`config.mk`:
```
export PLATFORM = sky130hd
export DESIGN_NAME = trigger_conditioner
export DESIGN_NICKNAME = d
export VERILOG_FILES = /design/src/rtl/glitch_pkg.sv /design/src/rtl/trigger_filter.sv /design/src/rtl/trigger_conditioner.sv
export SDC_FILE = /design/constraint.sdc
export NUM_CORES = 1
export LEC_CHECK = 0
export ABC_AREA = 1
export BUFFER_PORTS_ARGS = -buffer_cell sky130_fd_sc_hd__buf_2
export CAP_MARGIN = 20
export CORE_ASPECT_RATIO = 1.75
export CORE_MARGIN = 3
export CORE_UTILIZATION = 51
export CTS_CLUSTER_DIAMETER = 200
export CTS_CLUSTER_SIZE = 25
export DETAILED_ROUTE_END_ITERATION = 6
export PLACE_DENSITY = 0.76
export SYNTH_ARGS = -nofsm -noshare
export SYNTH_HDL_FRONTEND = slang
export SYNTH_HIERARCHICAL = 1
export SYNTH_SLANG_ARGS = --single-unit
```
`constraint.sdc`:
```
create_clock -name clk -period 1.4 [get_ports clk]
set_input_delay 0.07 -clock clk [delete_from_list [all_inputs] [get_ports clk]]
set_output_delay 0.07 -clock clk [all_outputs]
set_load 0.01 [all_outputs]
```
`src/rtl/glitch_pkg.sv`:
```
// glitch_pkg: shared edge-select and trigger FSM encodings
package glitch_pkg;
  typedef enum logic [1:0] {
    EDGE_RISE = 2'b00,
    EDGE_FALL = 2'b01,
    EDGE_BOTH = 2'b10,
    EDGE_OFF  = 2'b11
  } edge_sel_e;
  typedef enum logic [1:0] {
    ST_DISARMED = 2'b00,
    ST_ARMED    = 2'b01,
    ST_HOLDOFF  = 2'b10
  } state_e;
endpackage

```
`src/rtl/trigger_filter.sv`:
```
// trigger_filter: synchronises the pin, rejects short glitches, emits edge strobes
module trigger_filter #(
  parameter int SYNC_STAGES = 2,
  parameter int FILTER_W    = 8
) (
  input  logic                clk,
  input  logic                rst,
  input  logic                trig_pin_i,
  input  logic [FILTER_W-1:0] filter_len_i,
  output logic                filt,
  output logic                rise,
  output logic                fall
);
  logic [SYNC_STAGES-1:0] sync_q;
  logic [FILTER_W-1:0]    cnt;
  logic                   sync;
  assign sync = sync_q[SYNC_STAGES-1];
  // filt adopts sync once it has differed for filter_len_i+1 cycles; strobes mark the update
  always_ff @(posedge clk or negedge rst) begin
    if (!rst) begin
      sync_q <= '0;
      cnt    <= '0;
      filt   <= 1'b0;
      rise   <= 1'b0;
      fall   <= 1'b0;
    end else begin
      sync_q <= {sync_q[SYNC_STAGES-2:0], trig_pin_i};
      rise   <= 1'b0;
      fall   <= 1'b0;
      if (sync == filt) cnt <= '0;
      else if (cnt == filter_len_i) begin
        filt <= sync;
        rise <= sync;
        fall <= ~sync;
        cnt  <= '0;
      end else cnt <= cnt + 1'b1;
    end
  end
endmodule

```
`src/rtl/trigger_conditioner.sv`:
```
// trigger_conditioner: turns the filtered target trigger into a single-cycle pulser strobe
module trigger_conditioner
  import glitch_pkg::*;
#(
  parameter int SYNC_STAGES = 2,
  parameter int FILTER_W    = 8,
  parameter int HOLDOFF_W   = 16,
  parameter int COUNT_W     = 8
) (
  input  logic                 clk,
  input  logic                 rst,
  input  logic                 trig_pin_i,
  input  logic [1:0]           edge_sel_i,
  input  logic [FILTER_W-1:0]  filter_len_i,
  input  logic [HOLDOFF_W-1:0] holdoff_i,
  input  logic                 arm_i,
  input  logic                 one_shot_i,
  input  logic                 busy_i,
  output logic                 trigger_o,
  output logic                 armed_o,
  output logic                 missed_o,
  output logic [COUNT_W-1:0]   trig_count_o
);
  state_e               state;
  logic [HOLDOFF_W-1:0] hcnt;
  logic                 filt, rise, fall, qual;
  edge_sel_e            es;
  trigger_filter #(.SYNC_STAGES(SYNC_STAGES), .FILTER_W(FILTER_W)) u_filter (
    .clk         (clk),
    .rst         (rst),
    .trig_pin_i  (trig_pin_i),
    .filter_len_i(filter_len_i),
    .filt        (filt),
    .rise        (rise),
    .fall        (fall)
  );
  assign es      = edge_sel_e'(edge_sel_i);
  assign qual    = (es == EDGE_RISE) ? (rise & filt) :
                   (es == EDGE_FALL) ? (fall & ~filt) :
                   (es == EDGE_BOTH) ? ((rise & filt) | (fall & ~filt)) : 1'b0;
  assign armed_o = (state == ST_ARMED);
  // arm/one-shot/holdoff sequencing; a missed-edge set overrides a same-cycle arm clear
  always_ff @(posedge clk or negedge rst) begin
    if (!rst) begin
      state        <= ST_DISARMED;
      hcnt         <= '0;
      trigger_o    <= 1'b0;
      missed_o     <= 1'b0;
      trig_count_o <= '0;
    end else begin
      trigger_o <= 1'b0;
      if (arm_i) missed_o <= 1'b0;
      case (state)
        ST_DISARMED: if (arm_i) state <= ST_ARMED;
        ST_ARMED: if (qual && busy_i) missed_o <= 1'b1;
          else if (qual) begin
            trigger_o <= 1'b1;
            if (~&trig_count_o) trig_count_o <= trig_count_o + 1'b1;
            state <= one_shot_i ? ST_DISARMED : ST_HOLDOFF;
            hcnt  <= holdoff_i;
          end
        ST_HOLDOFF: begin
          hcnt  <= hcnt - 1'b1;
          state <= (hcnt <= HOLDOFF_W'(1)) ? ST_ARMED : ST_HOLDOFF;
        end
        default: state <= ST_DISARMED;
      endcase
    end
  end
endmodule

```
==> After elaboration in Yosys (flattened, before gate mapping) <==
Cells that the tools add are included.
{ "totals": {"ff_bits": 41, "mem_count": 0, "ram_bits": 0, "wordCells": 64, "out_inout_bits": 11, "rom_bits": 0, "in_bits": 32, "latch_bits": 0} }
{ "op_classes": {"n_addsub": 3, "multipliers": 0, "shifts": 0, "n_eq_ne": 9, "mux": 24, "n_reduce_logical": 9, "n_bitwise": 8, "div_mod_pow": 0, "order_cmp": 1} }
{ "op_table": {"columns": ["op", "count"], "rows": [
  ["$mux W16", 2],
  ["$pmux W16 S2", 1],
  ["$add A8 B1 Y8 const B", 2],
  ["$le A16 B1 Y1 const B", 1],
  ["$mux W8", 2],
  ["$sub A16 B1 Y16 const B", 1],
  ["$mux W1", 13],
  ["$mux W2", 5],
  ["$eq A8 B8 Y1", 1],
  ["$reduce_and A8 Y1", 1],
  ["$pmux W2 S3", 1],
  ["$reduce_and A3 Y1", 2],
  ["$not A1 Y1", 5],
  ["$eq A2 B1 Y1 const B", 2],
  ["$eq A2 B2 Y1 const B", 2],
  ["$logic_not A2 Y1", 2],
  ["$ne A2 B2 Y1 const B", 2],
  ["$reduce_and A4 Y1", 1],
  ["$and A1 B1 Y1", 2],
  ["$ne A2 B1 Y1 const B", 1],
  ["$reduce_and A2 Y1", 1],
  ["$reduce_bool A2 Y1", 1],
  ["$eq A1 B1 Y1", 1],
  ["$logic_and A1 B1 Y1", 1],
  ["$or A1 B1 Y1", 1]
]} }

==> Depth between registers and ports, before layout <==
{ "logic_depth": {"word_depth": 9, "ltp_mapped": 10, "mapped_depth_nobuf": 10} }

==> Hierarchy <==
The synthesis kept the hierarchy.
{ "modules_own_cells": {"columns": ["mod", "seq_area_each_um2", "cells_per_inst", "area_per_inst_um2", "instances"], "rows": [
  ["trigger_conditioner", 700.7, 273, 1859.3, 1],
  ["trigger_filter", 325.3, 86, 713.2, 1]
]} }

==> Worst setup path after synthesis <==
OpenSTA, ideal clock, no wires.
{ "synth_path": {"path_kind": "reg2reg", "from": "register hcnt[5]", "to": "register hcnt[11]", "setup_slack_ns": 0.070, "path_stages_with_launch": 9, "n_path_buf": 0, "required_ns": 1.283, "t_arrival_ns": 1.213, "setup_time_ns": 0.117, "path_cell_list": "dfrtp_1 > nor2_1 > nand2_1 > nor2_1 > nand2_1 > nand2_1 > nand3_1 > nand3_1 > nand2_1"} }
{ "synth_via": {"elab_chain_len": 2} }
{ "synth_lines": {"columns": ["element", "line_no", "source"], "rows": [
  ["start: declaration", "trigger_conditioner.sv:25", "logic [HOLDOFF_W-1:0] hcnt;"],
  ["start signal: assignment", "trigger_conditioner.sv:60", "hcnt <= holdoff_i;"],
  ["start signal: assignment", "trigger_conditioner.sv:63", "hcnt <= hcnt - 1'b1;"],
  ["$sub A16 B1 Y16", "trigger_conditioner.sv:63", null],
  ["$pmux W16 S2", "trigger_conditioner.sv:53", "case (state)"]
]} }
No other way between the ends.
A chain may end at the register's enable or synchronous reset.

==> Worst setup path after layout <==
{ "layout_path": {"from": "register trig_count_o[1]", "to": "register trig_count_o[5]"} }
{ "layout_via": {"elab_chain_len": 3, "word_cells_on_any_way": 4} }
{ "layout_lines": {"columns": ["element", "line_no", "source"], "rows": [
  ["start: declaration", "trigger_conditioner.sv:22", "output logic [COUNT_W-1:0] trig_count_o"],
  ["start signal: assignment", "trigger_conditioner.sv:58", "if (~&trig_count_o) trig_count_o <= trig_count_o + 1'b1;"],
  ["parallel branches: the longest is 3 deep, another holds $add A8 B1 Y8", null, null]
]} }
Several ways; the timed one is not identified.

==> impl_metrics.ini <==
[finish]
seqCellArea_sq_um = 1030
fillers = 332
drive_above_1_share_pct = 39.3
final_cells = 497
final_nets = 480
multi_input_comb_area_sq_um = 1600
diodes = 0
synthToLayoutAreaGrowth_pct = 38.7
utilization_pct = 74.5

[clock_tree]
clockBufferDepth = 2
numCtsBuffers = 5
cts_tree = done
cts.sinks = 41
htreeDepth = 2
clk_latency_ns = 0.30
path_clk_slew_ns = 0.09
root_buffer = clkbuf_8

[placed_design]
port_buffers = 42
placed_cells = 468
place.gp.congestion = 0.875
pre_cts_slack_ns = -0.109
hpwl_mm = 4.34

[synth]
synthSimpleGateAreaFrac_pct = 41.6
ys_seq_elements = 41
synth_compound_gate_area_share_pct = 4.04
syn-num-nets = 395
ys_seq_area_share_pct = 39.9
synthMuxAreaShare_pct = 0
synth_top_family_by_area = simple AND/OR/NAND/NOR gates
synth_xor_xnor_area_share_pct = 4.43
syn_avg_cell_area_sq_um = 7.17
synth_cell_types = 31
synthesis.area_sq_um = 2570
synthAdderAreaFrac_pct = 1.95
synth_warnings = 6
syn_inst = 359

[global_route]
use_met1_pct = 24.2
grt_max_degree = 42
grt_pass1_vias = 2365
antenna_found_initial = 0
grt.busiest_layer = met2
use_met3_pct = 3.86
grt_usage_pct = 22.0
grt_pass1_wl_mm = 10.1
grt-ovfl-total = 0
met2_usage_pct = 40.3

[min_path]
hp-class = input pin to flip-flop

[floorplanning]
start_util_pct = 53.7
coreArea_sq_um = 4790
die_area_sq_um = 5970
fp.dieW_um = 59.7
die_h_um = 100
io_pins = 43
rows = 33

[run_status]
violations = negative hold slack, negative setup slack
status = complete, but fails checks

[power_and_ir_drop]
powerDensity_nw_per_um2 = 1300
total_power_mw = 4.64
p_leak_nw = 1.78
vdd_drop_max_v = 0.000932

[routing]
drc = 0
antenna_left = 0
vias_per_cell = 5.21
dr.pass1.iters = 4
vias = 2591
avgRoutedWirePerCell_um = 13.6
totalWireLength_mm = 6.78
drt_iter0_drc = 146

[sta]
setup_viol = 10
post-route-min-period_ns = 1.44
rsz0062_at_grt = true
setup_slack_ns = -0.0372
tightest_slew_ns = 0.303
maxSlewViolCount = 0
whs_ns = -0.00292
period_share_pct = 103
fmax_mhz = 696
maxSlewHeadroom_pct = 79.7
skew_ns = 0.0119
hold_viol = 1

[setup_path]
required_ns = 1.64
cp.arrival_ns = 1.67
crit_path_end_kind = flip-flop
start_kind = flip-flop
path_max_fanout = 8
crit_type = flip-flop to flip-flop

[run]
cap_violations = 0
[per-layer routing]
metal / vias to the layer above / routed length [um]
met4: 0 / 257
met2: 56 / 3820
met3: 19 / 256
li1: 1297 / -
met1: 1219 / 2440
met5: - / 0
[path summary, 6_finish.rpt]
| check | from | to | slack, ns | cells past startpoint |
|---|---|---|---|---|
| worst max-delay path | trig_count_o[1] | trig_count_o[5] | -0.04 | 7 |
| worst min-delay path | holdoff_i[8] | hcnt[8] | -0.003 | 3 |
| worst max register to register | trig_count_o[1] | trig_count_o[5] | -0.04 | 7 |
| worst min register to register | u_filter/sync_q[0] | u_filter/sync_q[1] | 0.35 | 0 |
| max in group asynchronous | rst | hcnt[2] | 0.91 | 3 |
| min in group asynchronous | rst | hcnt[10] | 0.27 | 3 |
[final cells by class]
cell class	count	share of cell area [%]
multi-input cells	269	44.9
inverters	46	5.30
clock inverters	3	1.30
clock buffers	5	1.93
well taps	52	1.82
flip-flops and latches	41	28.9
repair buffers	81	15.9
[sequential cells by signal, indices dropped and copies added, names as in the netlist]
register,flops
hcnt,16
missed_o,1
state,2
trig_count_o,8
trigger_o,1
u_filter/cnt,8
u_filter/fall,1
u_filter/filt,1
u_filter/rise,1
u_filter/sync_q,2
[worst max-delay path: stages, from the launching register on]
cell and delay [ns]:
dfrtp_1 0.43, ha_4 0.17, nand4_1 0.19, nor2_4 0.21, nand2_4 0.11, nand2_8 0.13, nand2_2 0.06, nand2_1 0.07
[stage by stage]
step                      TNS (ns)  instance area [sq um]
final                      -0.0945                   3570
after global routing         -1.77                   3570
after CTS                 -0.00813                   3180
after detailed placement    -0.243                   2970
after global placement     -0.0519                   2970
after floorplan                  0                   2570
[placed cells by master (no fill, tap or decap), types with 2 or more instances in the layout]
cell	Yosys	routed
dfrtp_2	0	4
ha_4	0	2
dlygate4sd3_1	0	6
ha_1	4	2
o21ai_0	9	6
xor2_1	4	4
nand2_4	3	6
inv_1	42	38
clkinvlp_4	0	2
nor2_1	35	19
nor2_4	2	11
dfrtp_1	41	37
inv_2	3	6
buf_4	0	28
buf_12	0	2
nand3_2	1	13
or2_2	4	4
nor2_2	11	18
nand4_1	7	7
clkbuf_8	0	5
nand2_1	116	96
a21oi_1	5	3
buf_8	0	3
nand2_2	3	20
nand3_1	43	31
nor3_1	3	3
o21ai_1	1	4
buf_2	2	42
xnor2_1	9	9
a21oi_2	0	2
[cells by family after synthesis]
logic type,count (synthesis)
xor+xnor,13
compound gates,19
simple gates,232
fa+ha+maj,4
buf+inv,50
flops,41
[what timing repair did]
action                     CTS  global route
hold buffers                 5             1
setup endpoints to repair   14            32
gates resized for setup     12            77
pin swaps                    1            25
cloned                       1             0
hold endpoints to repair    45             1
buffers inserted             2            12
[Yosys cell counts]
cell      number  share of area, %
xor2_1         4               1.4
o21ai_1        1              0.19
buf_6          2              0.88
nand2_2        3              0.73
nor2_4         2              0.88
dfrtp_1       41                40
o22ai_1        1              0.24
nor3_1         3              0.58
buf_2          2              0.39
o21bai_1       1              0.29
inv_4          1              0.24
a21oi_1        5              0.97
xnor2_1        9               3.1
o21ai_0        9               1.8
inv_1         42               6.1
a21boi_0       1              0.29
o211ai_1       1              0.29
nand3b_1       1              0.29
nand4_1        7               1.7
nand3_2        1              0.39
nand3_4        1              0.68
nand2_4        3               1.3
nor3_2         1              0.39
nor2_1        35               5.1
nand3_1       43               8.4
nand2_1      116                17
nor3_4         1              0.63
or2_2          4              0.97
nor2_2        11               2.7
inv_2          3              0.44
ha_1           4               1.9
[where the power goes]
group	switching, mW	leakage, nW	internal, mW	total (mW)
Combinational	1.08	1.21	0.827	1.91
Sequential	0.335	0.517	1.42	1.75
Clock	0.444	0.0543	0.534	0.978
No activity file was read; power rests on OpenSTA's default activity.
